===== src/rtl/bus_trace.sv =====
// bus_trace: passive tracer that turns each completed 8-phase bus cycle into a 32-bit record.
// Latency: a record is readable one clock after the edge ending X3; wishbone ack one clock after strobe.
// Backpressure: none on the bus side; records arriving at a full FIFO are dropped and flagged as overflow.
// Optional feature: define TRACE_FILTER_EN to enable the address-window filter on register word 2.

// Small first-word-fall-through FIFO; head is valid whenever o_empty is low.
module bus_trace_fifo #(
  parameter int DEPTH = 16,
  parameter int W     = 32
) (
  input  logic                       clock,
  input  logic                       reset,
  input  logic                       i_push,
  input  logic                       i_pop,
  input  logic [W-1:0]               i_dat,
  output logic [W-1:0]               o_head,
  output logic [$clog2(DEPTH):0]     o_count,
  output logic                       o_full,
  output logic                       o_empty
);
  localparam int PW = $clog2(DEPTH);
  localparam logic [PW-1:0] PTR_ONE  = PW'(1);
  localparam logic [PW:0]   CNT_ONE  = (PW+1)'(1);
  localparam logic [PW:0]   CNT_FULL = (PW+1)'(DEPTH);

  logic [W-1:0]  r_mem [DEPTH];
  logic [PW-1:0] r_wr_ptr;
  logic [PW-1:0] r_rd_ptr;
  logic [PW:0]   r_count;
  logic          w_do_pop;
  logic          w_do_push;

  assign o_empty   = (r_count == '0);
  assign o_full    = (r_count == CNT_FULL);
  assign o_count   = r_count;
  assign o_head    = r_mem[r_rd_ptr];
  // A pop frees the slot the same clock, so a push into a full FIFO is accepted alongside it.
  assign w_do_pop  = i_pop && !o_empty;
  assign w_do_push = i_push && (!o_full || w_do_pop);

  // Storage array; contents need no reset since count gates visibility.
  always_ff @(posedge clock) begin
    if (w_do_push) begin
      r_mem[r_wr_ptr] <= i_dat;
    end
  end

  // Pointer and occupancy bookkeeping.
  always_ff @(posedge clock) begin
    if (!reset) begin
      r_wr_ptr <= '0;
      r_rd_ptr <= '0;
      r_count  <= '0;
    end else begin
      if (w_do_push) r_wr_ptr <= r_wr_ptr + PTR_ONE;
      if (w_do_pop)  r_rd_ptr <= r_rd_ptr + PTR_ONE;
      case ({w_do_push, w_do_pop})
        2'b10:   r_count <= r_count + CNT_ONE;
        2'b01:   r_count <= r_count - CNT_ONE;
        default: r_count <= r_count;
      endcase
    end
  end
endmodule

module bus_trace #(
  parameter int DEPTH = 16
) (
  input  logic        clock,
  input  logic        reset,
  input  logic        halt,
  input  logic        sync,
  input  logic [3:0]  data_i,
  input  logic        rom_cmd,
  input  logic [3:0]  ram_cmd_n,
  input  logic [31:0] wb_data_i,
  input  logic [31:0] wb_addr_i,
  input  logic        wb_cyc_i,
  input  logic        wb_strobe_i,
  input  logic        wb_we_i,
  output logic [31:0] wb_data_o,
  output logic        wb_ack_o
);
  localparam int PW = $clog2(DEPTH);

  typedef enum logic [3:0] {
    ST_UNLOCKED, ST_A1, ST_A2, ST_A3, ST_M1, ST_M2, ST_X1, ST_X2, ST_X3
  } state_t;

  state_t      r_state;
  logic [11:0] r_addr;
  logic [3:0]  r_opr;
  logic [3:0]  r_opa;
  logic [3:0]  r_xdat;
  logic        r_rom;
  logic [3:0]  r_ramn;
  logic [2:0]  r_seq;
  logic        r_enable;
  logic        r_ovf;
  logic        r_ack;
  logic [31:0] r_rdata;

  logic        w_locked;
  logic        w_cycle_done;
  logic        w_in_window;
  logic        w_push_req;
  logic        w_push_ok;
  logic [31:0] w_record;
  logic        w_wb_req;
  logic        w_wr;
  logic [1:0]  w_word;
  logic        w_pop;
  logic [31:0] w_head;
  logic [PW:0] w_count;
  logic        w_full;
  logic        w_empty;
  logic [31:0] w_rdata;
  logic [31:0] w_filt_word;
  logic        w_unused_bits;

  assign w_locked     = (r_state != ST_UNLOCKED);
  // A cycle completes only when sync arrives exactly in X3 and the tracker is not frozen.
  assign w_cycle_done = !halt && (r_state == ST_X3) && sync;
  assign w_record     = {r_seq, r_rom, r_ramn, r_xdat, r_opr, r_opa, r_addr};
  assign w_push_req   = w_cycle_done && r_enable && w_in_window;
  assign w_push_ok    = w_push_req && (!w_full || w_pop);

  assign w_wb_req     = wb_cyc_i && wb_strobe_i && !r_ack;
  assign w_wr         = w_wb_req && wb_we_i;
  assign w_word       = wb_addr_i[3:2];
  assign w_pop        = w_wb_req && !wb_we_i && (w_word == 2'd0) && !w_empty;

  assign wb_ack_o     = r_ack;
  assign wb_data_o    = r_rdata;
  assign w_unused_bits = ^{wb_addr_i, wb_data_i};

  // Phase tracker: sync anywhere resynchronises to A1; a missing sync in X3 drops lock.
  always_ff @(posedge clock) begin
    if (!reset) begin
      r_state <= ST_UNLOCKED;
    end else if (!halt) begin
      if (sync) begin
        r_state <= ST_A1;
      end else begin
        case (r_state)
          ST_A1:   r_state <= ST_A2;
          ST_A2:   r_state <= ST_A3;
          ST_A3:   r_state <= ST_M1;
          ST_M1:   r_state <= ST_M2;
          ST_M2:   r_state <= ST_X1;
          ST_X1:   r_state <= ST_X2;
          ST_X2:   r_state <= ST_X3;
          default: r_state <= ST_UNLOCKED;
        endcase
      end
    end
  end

  // Capture bus nibbles at the edge ending each phase; every field is rewritten each cycle.
  always_ff @(posedge clock) begin
    if (!reset) begin
      r_addr <= '0;
      r_opr  <= '0;
      r_opa  <= '0;
      r_xdat <= '0;
      r_rom  <= 1'b0;
      r_ramn <= '0;
    end else if (!halt) begin
      case (r_state)
        ST_A1: r_addr[3:0]  <= data_i;
        ST_A2: r_addr[7:4]  <= data_i;
        ST_A3: r_addr[11:8] <= data_i;
        ST_M1: r_opr        <= data_i;
        ST_M2: r_opa        <= data_i;
        ST_X2: begin
          r_xdat <= data_i;
          r_rom  <= rom_cmd;
          r_ramn <= ram_cmd_n;
        end
        default: ;
      endcase
    end
  end

  // Sequence number advances only for records that actually land in the FIFO.
  always_ff @(posedge clock) begin
    if (!reset) begin
      r_seq <= '0;
    end else if (w_push_ok) begin
      r_seq <= r_seq + 3'd1;
    end
  end

  // Enable and sticky overflow; a drop in the same clock as a clear still leaves overflow set.
  always_ff @(posedge clock) begin
    if (!reset) begin
      r_enable <= 1'b0;
      r_ovf    <= 1'b0;
    end else begin
      if (w_wr && (w_word == 2'd1)) begin
        r_enable <= wb_data_i[1];
        if (wb_data_i[0]) r_ovf <= 1'b0;
      end
      if (w_push_req && !w_push_ok) r_ovf <= 1'b1;
    end
  end

`ifdef TRACE_FILTER_EN
  logic [11:0] r_filt_lo;
  logic [11:0] r_filt_hi;

  // An inverted window (lo > hi) can never match, so it naturally suppresses every push.
  assign w_in_window = (r_addr >= r_filt_lo) && (r_addr <= r_filt_hi);
  assign w_filt_word = {4'd0, r_filt_hi, 4'd0, r_filt_lo};

  // Address window registers, writable through word 2.
  always_ff @(posedge clock) begin
    if (!reset) begin
      r_filt_lo <= 12'h000;
      r_filt_hi <= 12'hFFF;
    end else if (w_wr && (w_word == 2'd2)) begin
      r_filt_lo <= wb_data_i[11:0];
      r_filt_hi <= wb_data_i[27:16];
    end
  end
`else
  assign w_in_window = 1'b1;
  assign w_filt_word = 32'd0;
`endif

  bus_trace_fifo #(.DEPTH(DEPTH), .W(32)) u_fifo (
    .clock   (clock),
    .reset   (reset),
    .i_push  (w_push_ok),
    .i_pop   (w_pop),
    .i_dat   (w_record),
    .o_head  (w_head),
    .o_count (w_count),
    .o_full  (w_full),
    .o_empty (w_empty)
  );

  // Register read mux; an empty head reads as zero.
  always_comb begin
    w_rdata = 32'd0;
    case (w_word)
      2'd0:    w_rdata = w_empty ? 32'd0 : w_head;
      2'd1:    w_rdata = {20'd0, w_locked, r_enable, r_ovf, 9'(w_count)};
      2'd2:    w_rdata = w_filt_word;
      default: w_rdata = 32'd0;
    endcase
  end

  // Single-pulse ack; read data is latched with it and held at zero otherwise.
  always_ff @(posedge clock) begin
    if (!reset) begin
      r_ack   <= 1'b0;
      r_rdata <= 32'd0;
    end else begin
      r_ack   <= w_wb_req;
      r_rdata <= (w_wb_req && !wb_we_i) ? w_rdata : 32'd0;
    end
  end
endmodule

===== config.mk =====
export PLATFORM = sky130hd
export DESIGN_NAME = bus_trace
export DESIGN_NICKNAME = d
export VERILOG_FILES = /design/src/rtl/bus_trace.sv
export SDC_FILE = /design/constraint.sdc
export NUM_CORES = 1
export LEC_CHECK = 0
export CAP_MARGIN = 20
export CORE_ASPECT_RATIO = 2
export CORE_MARGIN = 10
export CORE_UTILIZATION = 30
export CTS_CLUSTER_DIAMETER = 80
export CTS_CLUSTER_SIZE = 24
export DETAILED_ROUTE_END_ITERATION = 10
export MAX_ROUTING_LAYER = met4
export RECOVER_POWER = 25
export SLEW_MARGIN = 20
export SYNTH_ARGS = -nofsm -noshare
export SYNTH_HDL_FRONTEND = slang
export SYNTH_SLANG_ARGS = --single-unit

===== constraint.sdc =====
create_clock -name clock -period 13.35 [get_ports clock]
set_input_delay 2.67 -clock clock [delete_from_list [all_inputs] [get_ports clock]]
set_output_delay 2.67 -clock clock [all_outputs]
set_load 0.1 [all_outputs]

==> PnR_summary.wiki <==
{| class="wikitable"
! Metric !! Value
|-
| Area delta synth->final || 11.08%
|-
| Crit path cell chain || clkdlybuf4s50_1, nor4bb_2, buf_4, a211oi_4, nor2_2, inv_1, ha_1, xor2_1, ha_1, o21a_1, o21a_1, o32ai_1, mux2i_1
|-
| Iter 0 DRT Violations || 870
|-
| Final number of setup-violating endpoints || 0
|-
| Power per cell area || 120.7 mW/mm²
|-
| Setup repair after global routing missed its margin || false
|-
| Flip-flop and latch area || 0.01715 mm²
|-
| Number of vias in the routed layout || 10799
|-
| CTS tree || built
|-
| Maximum cell stage delay along the critical path || 0.46 ns
|-
| Maximum clock rate || 183.8 MHz
|-
| Hold path startpoint || wb_ack_o
|-
| Sum of net half-perimeters after detailed placement || 29.21 mm
|-
| Routed len/inst || 24.08 µm
|-
| Post-CTS Hold Fix Bufs || 0
|-
| Setup TNS Final || 0 ns
|-
| First-pass GRT wire length || 74.89 mm
|-
| Standard cell with the maximum stage delay on the critical path || clkdlybuf4s50_1
|-
| Clock-pin slew reported for the worst setup and hold paths after clock tree synthesis || 0.08 ns
|-
| Area of the mapped netlist || 0.02249 mm²
|-
| Post-CTS setup buffer count || 0
|-
| Total design power || 3016 µW
|-
| Hold crit path type || register to register
|-
| Count of filler cells inserted in the layout || 7013
|-
| Largest net degree at the start of global routing || 57
|-
| CP Data Required Time || 13.87 ns
|-
| Die extent in x || 213.6 µm
|-
| Placeable Area || 0.07462 mm²
|-
| Startpoint-to-endpoint class of the critical path || input pin to register
|-
| Period utilisation layout || 40.76%
|-
| Cts repair resizes || 0
|-
| Placed instance count || 2090
|-
| Crit path from || wb_cyc_i
|-
| Post-synth EDFFs || 512
|-
| Clock Tree Buf Depth || 3
|-
| Share of async-settable or async-resettable flops after synthesis || 0%
|-
| Commonest cells after routing, fill and taps aside || 512 x edfxtp_1, 128 x mux4_2, 85 x dfxtp_1
|-
| Post-layout minimum cycle time || 5.442 ns
|-
| Cells after synthesis || 1139
|-
| Final-report hold violation count || 0
|-
| Pre-antenna DRT Iters || 5
|-
| Count of maximum capacitance violations || 0
|-
| Seq cells post-synth || 600
|-
| Overflow left after global routing || 0
|-
| Layout Cell Area excl Fill || 0.02498 mm²
|-
| Max Clock Skew || 0.02154 ns
|-
| Antenna violations before repair || 1
|-
| Total detailed-routing wirelength || 51.60 mm
|-
| Max-slew headroom || 28.48%
|-
| Max Slew Vio Count || 0
|-
| Arrival time of data at the critical path endpoint || 5.97 ns
|-
| Family with the most delay on the worst path || buffers and inverters
|-
| Starting Density || 30.13%
|-
| Number of buffers inserted by port buffering || 52
|-
| Final Non-Filler Cells || 2143
|-
| Die Y || 407.2 µm
|-
| Number of global-route vias before repair || 11416
|-
| TritonCTS buffer count || 29
|-
| Clock tree sinks || 600
|-
| Yosys Warn Count || 0
|-
| Part of the Yosys area used for sequential elements || 76.21%
|-
| Die ar. || 0.08697 mm²
|-
| All-Layer GR Usage || 12.03%
|-
| Leading cell type in the layout, fill and taps excluded || edfxtp_1
|-
| Via count normalized by instance count || 5.039
|-
| Proportion of layout cells with a drive suffix above 1 || 18.24%
|-
| Unique cell type count in the Yosys netlist || 51
|-
| Post-synth net total || 1229
|-
| Final RePlAce weighted congestion || 0.7501
|-
| # nets final || 1275
|-
| Avg Inst Size Synth || 19.74 µm²
|-
| Worst Setup Start Kind || input pin
|-
| Pleak || 0.007800 µW
|-
| Number of levels the H-tree was split into || 1
|-
| Launch instance of the worst register-to-register path || u_fifo.o_count[1]
|-
| Post-route DRC violation count || 0
|-
| Ports placed on the boundary || 113
|-
| Worst slew pin tran || 1.069 ns
|-
| Maximum fanout along the worst path || 15
|-
| VDD IR-drop max || 0.07138 mV
|-
| Critical path capture point type || register
|-
| CTS Root Cell || clkbuf_16
|-
| Skew-Pair Late Insertion Delay || 0.61 ns
|-
| Std cell rows || 142
|-
| Total cell area at the placement stage || 0.02414 mm²
|-
| Post-synth top flop || edfxtp_1
|-
| Worst hold slack || 0.5011 ns
|-
| Multi-input gate area || 0.005044 mm²
|-
| Combined buffer and inverter count along the critical path || 3
|-
| Outcome || completed
|-
| Post-DRT Antenna Nets || 0
|}
==> cells in the mapped netlist, types with 2 or more instances <==
cell	n	area, µm²
inv_1	8	30.03
or2_2	2	12.51
clkbuf_1	37	138.9
o22ai_1	48	300.3
o21ai_0	8	40.04
mux4_2	128	2883
buf_2	13	65.06
nand2b_1	4	25.02
dfxtp_1	88	1762
buf_1	4	15.01
buf_6	2	22.52
and3_1	14	87.58
buf_4	11	82.58
or3_1	11	68.82
a21oi_1	27	135.1
xor2_1	6	52.55
nor3b_1	2	15.01
nand3_1	25	125.1
edfxtp_1	512	15370
nand4_1	2	12.51
nor2_1	31	116.4
o21a_1	2	15.01
nor3_1	28	140.1
nor2b_1	8	50.05
nand2_1	38	142.6
nand3b_1	2	15.01
a22oi_1	2	15.01
mux2i_1	35	350.3
o211ai_1	10	75.07
ha_1	10	125.1
==> layout make-up <==
type / count / share of cell area, %
Inverter: 8 / 0.1202
Antenna cell: 1 / 0.01002
Timing Repair Buffer: 83 / 3.030
Clock inverter: 2 / 0.1002
Sequential cell: 600 / 68.64
Clock buffer: 50 / 3.221
Tap cell: 936 / 4.688
Multi-Input combinational cell: 463 / 20.19
==> state kept, by name, indices dropped and copies added (netlist names), 4 cells and up, named ones only <==
signal,flops
u_fifo.o_count,5
u_fifo.r_wr_ptr,4
r_opa,4
r_ramn,4
r_addr,12
r_xdat,4
u_fifo.r_rd_ptr,4
r_state,4
r_opr,4
wb_data_o,32
u_fifo.r_mem,512
==> through the flow <==
step | utilization [%] | worst slack, ns
2_1_floorplan | - | 7.148
3_3_place_gp | 32.35 | 7.359
3_5_place_dp | 32.35 | 7.327
4_1_cts | 33.47 | 7.951
5_1_grt | 33.47 | 7.655
6_report | 33.47 | 7.908
==> path summary, 6_finish.rpt <==
kind / to / slack (ns) / cells past startpoint
setup / recovery: u_fifo.o_count[4] / 7.91 / 13
hold reg to reg: wb_ack_o / 0.50 / 1
hold / removal: wb_ack_o / 0.50 / 1
setup reg to reg: u_fifo.o_count[4] / 9.96 / 11
==> per-layer routing <==
metal	GRT usage, %	vias up	wire [µm]
met5	-	-	0
met4	4.969	0	1897
met3	1.145	81	1989
met2	21.40	277	28170
met1	13.44	5734	19540
li1	-	4707	-
==> power breakdown <==
group | leakage, µW | switching (µW) | internal [µW]
logic | 0.00158 | 13.1 | 8.09
registers | 0.00583 | 3.78 | 2000
clock network | 0.000394 | 569 | 417
==> logic make-up (layout without fill, tap and decap cells) <==
group	count (synthesis)	in the layout	share of synthesized area (%)
other	0	1	0
DFF	600	600	76.21
AOI/OAI and AO/OA	108	108	3.066
adders and majority gates	10	10	0.5564
buffers and inverters	76	143	1.597
muxes	164	164	14.43
and+or+nand+nor	175	175	3.912
xor gates and xnor gates	6	6	0.2337
Note: power is estimated with default switching activity, not from simulation.
